[src/rtl/mem_port_arbiter_if.sv]
// Handshake bundle for mem_port_arbiter: IF fetch port, MEM load/store port and shared SRAM drive.
interface mem_port_arbiter_if #(
   parameter int ADDR_W = 32,
   parameter int DATA_W = 32
);
   logic              if_req;
   logic [ADDR_W-1:0] if_addr;
   logic [DATA_W-1:0] if_rdata;
   logic              if_ready;

   logic              mem_rd;
   logic              mem_wr;
   logic [ADDR_W-1:0] mem_addr;
   logic [DATA_W-1:0] mem_wdata;
   logic [DATA_W-1:0] mem_rdata;
   logic              mem_ready;

   logic              sram_en;
   logic              sram_we;
   logic [ADDR_W-1:0] sram_addr;
   logic [DATA_W-1:0] sram_wdata;
   logic [DATA_W-1:0] sram_rdata;

   modport slave (
      input  if_req, if_addr, mem_rd, mem_wr, mem_addr, mem_wdata, sram_rdata,
      output if_rdata, if_ready, mem_rdata, mem_ready,
      output sram_en, sram_we, sram_addr, sram_wdata
   );

   modport master (
      output if_req, if_addr, mem_rd, mem_wr, mem_addr, mem_wdata, sram_rdata,
      input  if_rdata, if_ready, mem_rdata, mem_ready,
      input  sram_en, sram_we, sram_addr, sram_wdata
   );
endinterface

[src/rtl/mem_port_arbiter.sv]
// Arbitrates IF and MEM pipeline ports onto one single-port SRAM with WAIT_CYCLES access length.
// Optional one-entry posted write buffer enabled by defining MEM_WRITE_BUFFER_EN.
module mem_port_arbiter #(
   parameter int WAIT_CYCLES = 2,
   parameter int ADDR_W      = 32,
   parameter int DATA_W      = 32
) (
   input  logic              clk,
   input  logic              rst,
   mem_port_arbiter_if.slave bus
);
   typedef enum logic [1:0] {IDLE, IF_ACC, MEM_ACC, DRAIN} state_t;

   localparam logic [3:0] CNT_LOAD = 4'(WAIT_CYCLES - 1);

   state_t            state_reg, state_next;
   logic [3:0]        cnt_reg, cnt_next;
   logic              sram_en_reg, sram_en_next;
   logic              sram_we_reg, sram_we_next;
   logic [ADDR_W-1:0] sram_addr_reg, sram_addr_next;
   logic [DATA_W-1:0] sram_wdata_reg, sram_wdata_next;
   logic [DATA_W-1:0] if_rdata_reg, if_rdata_next;
   logic [DATA_W-1:0] mem_rdata_reg, mem_rdata_next;
   logic              if_ready_reg, if_ready_next;
   logic              mem_ready_reg, mem_ready_next;
   logic              if_elig, mem_elig;
`ifdef MEM_WRITE_BUFFER_EN
   logic              wb_valid_reg, wb_valid_next;
   logic [ADDR_W-1:0] wb_addr_reg, wb_addr_next;
   logic [DATA_W-1:0] wb_data_reg, wb_data_next;
`endif

   // A requester whose ready is high this cycle is done; its still-high req must not re-grant.
   assign if_elig  = bus.if_req & ~if_ready_reg;
   assign mem_elig = (bus.mem_rd | bus.mem_wr) & ~mem_ready_reg;

   always_comb begin
      state_next      = state_reg;
      cnt_next        = cnt_reg;
      sram_en_next    = sram_en_reg;
      sram_we_next    = sram_we_reg;
      sram_addr_next  = sram_addr_reg;
      sram_wdata_next = sram_wdata_reg;
      if_rdata_next   = if_rdata_reg;
      mem_rdata_next  = mem_rdata_reg;
      if_ready_next   = 1'b0;
      mem_ready_next  = 1'b0;
`ifdef MEM_WRITE_BUFFER_EN
      wb_valid_next   = wb_valid_reg;
      wb_addr_next    = wb_addr_reg;
      wb_data_next    = wb_data_reg;
`endif
      case (state_reg)
         IDLE: begin
`ifdef MEM_WRITE_BUFFER_EN
            if (mem_elig && bus.mem_wr && !wb_valid_reg) begin
               // Posted store: buffer it and acknowledge without touching the SRAM.
               wb_valid_next  = 1'b1;
               wb_addr_next   = bus.mem_addr;
               wb_data_next   = bus.mem_wdata;
               mem_ready_next = 1'b1;
            end else if (mem_elig && !bus.mem_wr &&
                         !(wb_valid_reg && bus.mem_addr == wb_addr_reg)) begin
               state_next     = MEM_ACC;
               cnt_next       = CNT_LOAD;
               sram_en_next   = 1'b1;
               sram_we_next   = 1'b0;
               sram_addr_next = bus.mem_addr;
            end else if (wb_valid_reg) begin
               state_next      = DRAIN;
               cnt_next        = CNT_LOAD;
               sram_en_next    = 1'b1;
               sram_we_next    = 1'b1;
               sram_addr_next  = wb_addr_reg;
               sram_wdata_next = wb_data_reg;
            end else if (if_elig) begin
`else
            if (mem_elig) begin
               state_next      = MEM_ACC;
               cnt_next        = CNT_LOAD;
               sram_en_next    = 1'b1;
               sram_we_next    = bus.mem_wr;
               sram_addr_next  = bus.mem_addr;
               sram_wdata_next = bus.mem_wdata;
            end else if (if_elig) begin
`endif
               state_next     = IF_ACC;
               cnt_next       = CNT_LOAD;
               sram_en_next   = 1'b1;
               sram_we_next   = 1'b0;
               sram_addr_next = bus.if_addr;
            end
         end
         IF_ACC, MEM_ACC, DRAIN: begin
            if (cnt_reg == 4'd0) begin
               state_next   = IDLE;
               sram_en_next = 1'b0;
               sram_we_next = 1'b0;
               if (state_reg == IF_ACC) begin
                  if_rdata_next = bus.sram_rdata;
                  if_ready_next = 1'b1;
               end else if (state_reg == MEM_ACC) begin
                  if (!sram_we_reg) mem_rdata_next = bus.sram_rdata;
                  mem_ready_next = 1'b1;
               end else begin
`ifdef MEM_WRITE_BUFFER_EN
                  wb_valid_next = 1'b0;
`endif
               end
            end else begin
               cnt_next = cnt_reg - 4'd1;
            end
         end
         default: state_next = IDLE;
      endcase
   end

   always_ff @(posedge clk or negedge rst) begin
      if (!rst) begin
         state_reg      <= IDLE;
         cnt_reg        <= '0;
         sram_en_reg    <= 1'b0;
         sram_we_reg    <= 1'b0;
         sram_addr_reg  <= '0;
         sram_wdata_reg <= '0;
         if_rdata_reg   <= '0;
         mem_rdata_reg  <= '0;
         if_ready_reg   <= 1'b0;
         mem_ready_reg  <= 1'b0;
`ifdef MEM_WRITE_BUFFER_EN
         wb_valid_reg   <= 1'b0;
         wb_addr_reg    <= '0;
         wb_data_reg    <= '0;
`endif
      end else begin
         state_reg      <= state_next;
         cnt_reg        <= cnt_next;
         sram_en_reg    <= sram_en_next;
         sram_we_reg    <= sram_we_next;
         sram_addr_reg  <= sram_addr_next;
         sram_wdata_reg <= sram_wdata_next;
         if_rdata_reg   <= if_rdata_next;
         mem_rdata_reg  <= mem_rdata_next;
         if_ready_reg   <= if_ready_next;
         mem_ready_reg  <= mem_ready_next;
`ifdef MEM_WRITE_BUFFER_EN
         wb_valid_reg   <= wb_valid_next;
         wb_addr_reg    <= wb_addr_next;
         wb_data_reg    <= wb_data_next;
`endif
      end
   end

   assign bus.sram_en    = sram_en_reg;
   assign bus.sram_we    = sram_we_reg;
   assign bus.sram_addr  = sram_addr_reg;
   assign bus.sram_wdata = sram_wdata_reg;
   assign bus.if_rdata   = if_rdata_reg;
   assign bus.if_ready   = if_ready_reg;
   assign bus.mem_rdata  = mem_rdata_reg;
   assign bus.mem_ready  = mem_ready_reg;
endmodule

[src/flat_wrapper.sv]
// flat-port wrapper written by rule: the top's interface ports become plain ports
module mem_port_arbiter_flat 
#(
   parameter int WAIT_CYCLES = 2,
   parameter int ADDR_W      = 32,
   parameter int DATA_W      = 32
)
  (clk, rst, bus_if_req, bus_if_addr, bus_mem_rd, bus_mem_wr, bus_mem_addr, bus_mem_wdata, bus_sram_rdata, bus_if_rdata, bus_if_ready, bus_mem_rdata, bus_mem_ready, bus_sram_en, bus_sram_we, bus_sram_addr, bus_sram_wdata);
  mem_port_arbiter_if #(.ADDR_W(ADDR_W), .DATA_W(DATA_W)) bus_i ();
  input  logic clk;
  input  logic rst;
  input wire logic [$bits(bus_i.if_req)-1:0] bus_if_req;
  input wire logic [$bits(bus_i.if_addr)-1:0] bus_if_addr;
  input wire logic [$bits(bus_i.mem_rd)-1:0] bus_mem_rd;
  input wire logic [$bits(bus_i.mem_wr)-1:0] bus_mem_wr;
  input wire logic [$bits(bus_i.mem_addr)-1:0] bus_mem_addr;
  input wire logic [$bits(bus_i.mem_wdata)-1:0] bus_mem_wdata;
  input wire logic [$bits(bus_i.sram_rdata)-1:0] bus_sram_rdata;
  output wire logic [$bits(bus_i.if_rdata)-1:0] bus_if_rdata;
  output wire logic [$bits(bus_i.if_ready)-1:0] bus_if_ready;
  output wire logic [$bits(bus_i.mem_rdata)-1:0] bus_mem_rdata;
  output wire logic [$bits(bus_i.mem_ready)-1:0] bus_mem_ready;
  output wire logic [$bits(bus_i.sram_en)-1:0] bus_sram_en;
  output wire logic [$bits(bus_i.sram_we)-1:0] bus_sram_we;
  output wire logic [$bits(bus_i.sram_addr)-1:0] bus_sram_addr;
  output wire logic [$bits(bus_i.sram_wdata)-1:0] bus_sram_wdata;
  assign bus_i.if_req = bus_if_req;
  assign bus_i.if_addr = bus_if_addr;
  assign bus_i.mem_rd = bus_mem_rd;
  assign bus_i.mem_wr = bus_mem_wr;
  assign bus_i.mem_addr = bus_mem_addr;
  assign bus_i.mem_wdata = bus_mem_wdata;
  assign bus_i.sram_rdata = bus_sram_rdata;
  assign bus_if_rdata = bus_i.if_rdata;
  assign bus_if_ready = bus_i.if_ready;
  assign bus_mem_rdata = bus_i.mem_rdata;
  assign bus_mem_ready = bus_i.mem_ready;
  assign bus_sram_en = bus_i.sram_en;
  assign bus_sram_we = bus_i.sram_we;
  assign bus_sram_addr = bus_i.sram_addr;
  assign bus_sram_wdata = bus_i.sram_wdata;
  mem_port_arbiter #(.WAIT_CYCLES(WAIT_CYCLES), .ADDR_W(ADDR_W), .DATA_W(DATA_W)) u_core (.clk(clk), .rst(rst), .bus(bus_i));
endmodule
[config.mk]
export PLATFORM = sky130hd
export DESIGN_NAME = mem_port_arbiter_flat
export DESIGN_NICKNAME = d
export VERILOG_FILES = /design/src/rtl/mem_port_arbiter_if.sv /design/src/rtl/mem_port_arbiter.sv /design/src/flat_wrapper.sv
export SDC_FILE = /design/constraint.sdc
export NUM_CORES = 1
export LEC_CHECK = 0
export ABC_AREA = 1
export ABC_CLOCK_PERIOD_IN_PS = 1900
export CAP_MARGIN = 20
export CORE_MARGIN = 1.5
export CORE_UTILIZATION = 42
export DETAILED_ROUTE_END_ITERATION = 12
export PLACE_DENSITY = 0.84
export SETUP_SLACK_MARGIN = 0.1
export SLEW_MARGIN = 10
export SYNTH_ARGS = -nofsm -noshare
export SYNTH_HDL_FRONTEND = slang
export SYNTH_SLANG_ARGS = --single-unit
[constraint.sdc]
create_clock -name clk -period 1.9 [get_ports clk]
set_input_delay 0.38 -clock clk [delete_from_list [all_inputs] [get_ports clk]]
set_output_delay 0.38 -clock clk [all_outputs]
set_load 0.01 [all_outputs]
# Yosys cells after proc, flatten, opt, wreduce, memory -nomap -nowiden
# Index checks and enable logic that the tools add are counted.
dict set report totals {
  in_bits 133
  word_cells 58
  output_inout_bits 132
  register_bits 138
}
dict set report op_classes {
  addsub 1
  eq_ne 6
  reduce_logical 10
  n_bitwise 7
  mux 24
}
# cell count
set ops {}
lappend ops {{$mux 32} 2}
lappend ops {{$mux 1} 12}
lappend ops {{$mux 4} 3}
lappend ops {{$pmux 4 s2} 1}
lappend ops {{$reduce_and 2->1} 4}
lappend ops {{$mux 2} 3}
lappend ops {{$reduce_and 5->1} 1}
lappend ops {{$eq 2x2->1 const B} 2}
lappend ops {{$logic_not 4->1} 1}
lappend ops {{$not 1->1} 4}
lappend ops {{$pmux 1 s2} 2}
lappend ops {{$pmux 2 s2} 1}
lappend ops {{$sub 4x1->4 const B} 1}
lappend ops {{$ne 3x1->1 const B} 1}
lappend ops {{$reduce_and 3->1} 1}
lappend ops {{$reduce_or 3->1} 1}
lappend ops {{$and 1x1->1} 2}
lappend ops {{$eq 2x1->1 const B} 1}
lappend ops {{$logic_not 2->1} 1}
lappend ops {{$ne 2x1->1 const B} 1}
lappend ops {{$ne 2x2->1 const B} 1}
lappend ops {{$reduce_bool 2->1} 1}
lappend ops {{$or 1x1->1} 1}

# Longest topological paths before layout
dict set report logic_depth {
  word_depth 5
  ltp_mapped 9
  depth_no_buf 8
}

# Worst setup path before layout
# No wires, ideal clock.
dict set report synth_path {
  path_kind {register to register}
  start {register u_core.cnt_reg[0]}
  end {register u_core.if_rdata_reg[16] (netlist: u_core.bus.if_rdata[16])}
  n_path_buf 2
  t_required_ns 1.767
  path_stages_with_launch 8
  slack_ns 0.549
  t_arrival_ns 1.218
  setup_time_ns 0.133
  period_less_slack_ns 1.351
  path_cell_list {dfrtp_1 -> inv_1 -> ha_1 -> nand4_1 -> buf_4 -> buf_6 -> nand2_1 -> o21ai_0}
}
dict set report synth_between {
  elab_chain_cells 2
}
# item line
set synth_rtl {}
lappend synth_rtl {{from (decl)} mem_port_arbiter.sv:17} ;# logic [3:0] cnt_reg, cnt_next;
lappend synth_rtl {{from (signal assigned)} mem_port_arbiter.sv:137} ;# cnt_reg <= cnt_next;
lappend synth_rtl {{$logic_not 4->1} mem_port_arbiter.sv:95} ;# if (cnt_reg == 4'd0) begin
lappend synth_rtl {{$reduce_and 3->1 (no source line)} --}
lappend synth_rtl {{to (signal assigned)} mem_port_arbiter.sv:142} ;# if_rdata_reg <= if_rdata_next;
lappend synth_rtl {{to (decl)} mem_port_arbiter.sv:22} ;# logic [DATA_W-1:0] if_rdata_reg, if_rdata_next;
# Every way passes these cells.
# A chain may end at the register's enable or synchronous reset.

# Final worst setup path
dict set report layout_path {
  start {register u_core.mem_rdata_reg[20] (netlist: u_core.bus.mem_rdata[20])}
  end {output port bus_mem_rdata[20]}
}
# item line
set layout_lines {}
lappend layout_lines {{from (decl)} mem_port_arbiter.sv:23} ;# logic [DATA_W-1:0] mem_rdata_reg, mem_rdata_next;
lappend layout_lines {{from (signal assigned)} mem_port_arbiter.sv:143} ;# mem_rdata_reg <= mem_rdata_next;
lappend layout_lines {{to (decl)} flat_wrapper.sv:21} ;# output wire logic [$bits(bus_i.mem_rdata)-1:0] bus_mem_rdata;
# No word-level cell between the ends.

==> key figures <==
Layout
  – Share of layout cells above drive strength 1: 11.4%
  – Multi-input logic area: 2120 um2
  – Number of fill cells in the layout: 1098
  – Final core utilization: 67.9%
  – Nets@finish: 1085
  – Storage cell area: 3450 um2
  – Finished layout cell area: 9460 um2
  – Area added between synthesis and finish: 57.6%
  – Filler-free cell count of the finished design: 1143
  – Number of antenna repair diodes: 0

CTS
  – Number of sinks handled by clock tree synthesis: 138
  – Number of levels in the clock H-tree: 4
  – Clock buffers created by TritonCTS: 17
  – Clock tree from TritonCTS: built
  – Clock latency at the later pin of the worst-skew pair: 0.41 ns
  – Clock root buffer master: clkbuf_16
  – Register clock-pin slew on the reported worst setup and hold paths: 0.05 ns
  – Number of buffers on the longest clock path: 2
  – # Post-CTS Setup Buffers: 0

Synth
  – Syn avg cell area: 8.79 um2
  – Number of distinct standard cells referenced by the synthesized netlist: 23
  – Cell with the most instances after synthesis: nand2_1
  – Mapped cell area: 6000 um2
  – Seq cells post-synth: 138
  – Warnings, synthesis: 0
  – Sequential share of the synthesized area: 57.5%
  – Ranking of synthesized cells by area: dfrtp_1 (58%), nand2_1 (24%), o21ai_2 (7.7%), inv_1 (2.7%), buf_6 (2.6%)
  – List of most frequent post-synthesis cells: nand2_1 (378), dfrtp_1 (138), o21ai_2 (53)
  – Dominant register cell in the synthesized netlist: dfrtp_1
  – Number of flops mapped to enable cells by yosys: 0
  – Library cell occupying the most area in the post-synthesis netlist: dfrtp_1
  – Area share of the largest cell type after synthesis: 57.5%
  – Cell count after synthesis: 683
  – Synthesized net count: 817
  – Share of flip-flops with an asynchronous set or reset after synthesis: 100%

Placed design
  – Port bufs: 264
  – Total cell area at the placement stage: 8860 um2
  – Detailed placement HPWL: 11500 um
  – Number of placed instances with taps included: 1111
  – Worst setup slack before clock tree synthesis: 0.105 ns
  – Global placer's final weighted congestion: 0.791

Critical path
  – Endpoint class of the critical path: primary output
  – Family with the most delay on the worst path: buffers and inverters
  – Cells along the critical path: clkdlybuf4s50_1
  – Required time worst endpoint: 1.52 ns
  – Flop2flop setup slack: 0.32 ns
  – Slowest stage cell on the critical path: clkdlybuf4s50_1
  – Largest fanout on the critical path: 2
  – Terminus of the critical flop-to-flop path: u_core.bus.mem_rdata[0]
  – Depth of the most critical reg-to-reg path: 6
  – Classification of the worst setup path: reg -> out
  – R2r startpoint: u_core.cnt_reg[0]
  – CP arrival: 1.35 ns
  – Type of origin of the critical path: flip-flop
  – Buf+Inv Stages, Crit Path: 1
  – Maximum cell stage delay along the critical path: 0.59 ns

Routing
  – Total Wirelength: 15700 um
  – Post-route antenna net violation count: 0
  – Average routed wire per standard cell: 13.8 um
  – Post-route DRC violation count: 0
  – Count of vias placed by the detailed router: 5211
  – Via density per instance: 4.56
  – Detailed Routing Iterations Pass 1: 4
  – Drt first-iter violations: 239

Pwr
  – Leakage power: 4.70 nW
  – Clk pwr share: 20.6%
  – Final total power: 15.9 mW
  – Relative contribution of combinational cells to total power: 46.9%
  – Relative contribution of sequential cells to total power: 32.5%
  – Cell area power density: 1680 nW/um2
  – Maximum vdd ir drop: 998 uV
  – Cell Int Power: 10.3 mW
  – Net switching power: 5.62 mW
  – Switching Fraction: 35.3%

Floorplanning
  – Full die area: 15000 um2
  – Top-level port count: 265
  – Die Span Y: 123 um
  – Number of placement rows: 43
  – Floorplan core area: 13900 um2
  – Horizontal extent of the die: 123 um
  – Initial standard-cell utilization of the core: 43.1%

STA
  – Setup repair after global routing missed its margin: false
  – Post-route worst setup slack: 0.175 ns
  – Tcrit/Tclk final: 90.8%
  – Total Neg Setup Slack: 0 ns
  – F_max: 0.580 GHz
  – Final count of negative-setup-slack endpoints: 0
  – Hold Worst Slack: 0.464 ns
  – Maximum clock skew at final layout: 0.00441 ns
  – Final hold violation count: 0
  – Final Critical Period: 1.73 ns
  – Tightest Pin Transition: 0.423 ns
  – Max-slew violation count: 0
  – Tightest slew margin relative to the limit: 71.8%

GRT
  – Overall fraction of global-route tracks in use: 21.5%
  – Overall overflow remaining after global route: 0
  – Via count of the first global-routing pass: 5116
  – Antenna violations before repair: 0
  – Pin count of the biggest net entering global routing: 66
  – Global-route wire length before repair: 25100 um

Hold path
  – Class of the worst hold path: in -> async

Run
  – Max-Cap Viols: 0

Outcome
  – Outcome: finished clean
power groups by stage:
stage | clock network [mW] | logic, mW | registers (mW)
after global placement | 0 | 7.37 | 5.15
final | 3.28 | 7.48 | 5.18
after CTS | 3.33 | 7.58 | 5.18
after floorplan | 0 | 3.05 | 5.79
after global routing | 3.45 | 8.21 | 5.35
after detailed placement | 0 | 7.55 | 5.18
per-layer routing:
metal	GRT usage (%)	share of wire [%]
met5	0	0
met4	8.94	2.4
met3	5.44	6.2
met2	37.6	51
met1	25.2	40
cells by family (layout without fill, tap and decap cells):
family                     after synthesis  after routing  share of synthesized area (%)
adders and majority gates                1              1                          0.208
and+or+nand+nor                        400            400                           26.2
buffers and inverters                   78            358                           7.19
AOI/OAI and AO/OA                       66             66                           8.82
DFF                                    138            138                           57.5
worst register-to-register path, delay by kind of cell (launching register included):
family,cells,cell delay (ns)
flip-flops,1,0.39
AND/OR/NAND/NOR,2,0.39
buffers and inverters,2,0.36
adder cells (fa/ha/maj),1,0.26
AO/OA/AOI/OAI,1,0.06
placed cells by master (no fill, tap or decap), types with 2 or more instances in the layout:
master / synthesis / routed
nand2_1: 378 / 378
clkdlybuf4s50_1: 0 / 262
dfrtp_1: 138 / 138
o21ai_2: 53 / 53
inv_1: 43 / 43
clkbuf_16: 0 / 17
buf_12: 0 / 10
o21ai_1: 7 / 7
nand3_1: 7 / 7
buf_4: 6 / 6
o21ai_0: 5 / 5
clkbuf_8: 0 / 5
nor2_1: 4 / 4
inv_2: 3 / 3
nand2_2: 3 / 3
clkbuf_1: 3 / 3
nand3_4: 2 / 2
clkinv_2: 0 / 2
bufinv_16: 0 / 2
final cells by class:
type                    instances  share of cell area, %
repair buffers                281                   30.6
clock buffers                  25                   5.35
flip-flops and latches        138                   36.5
inverters                      46                   1.83
well taps                     180                   2.38
multi-input cells             467                   22.4
clock inverters                 6                  0.913
worst max path at each step:
| stage | to | startpoint | cells after the start | slack (ns) |
|---|---|---|---|---|
| floorplan | u_core.bus.if_rdata[16] | u_core.cnt_reg[0] | 7 | 0.55 |
| finish | bus_mem_rdata[20] | u_core.bus.mem_rdata[20] | 1 | 0.17 |
| global placement | u_core.bus.sram_addr[15] | bus_mem_rd | 9 | 0.15 |
| global route | bus_if_ready | u_core.bus.if_ready | 1 | 0.13 |
| CTS | bus_if_rdata[10] | u_core.bus.if_rdata[10] | 1 | 0.15 |
| detailed placement | u_core.bus.sram_addr[11] | bus_mem_wr | 9 | 0.11 |
repair_timing:
| item | 4_1_cts | 5_1_grt |
|---|---|---|
| hold endpoints to repair | 38 | 0 |
| hold buffers | 1 | 0 |
| endpoints found under the setup margin | 1 | 0 |
| resized for setup | 1 | 0 |
Power figures use the tool's default switching activity.
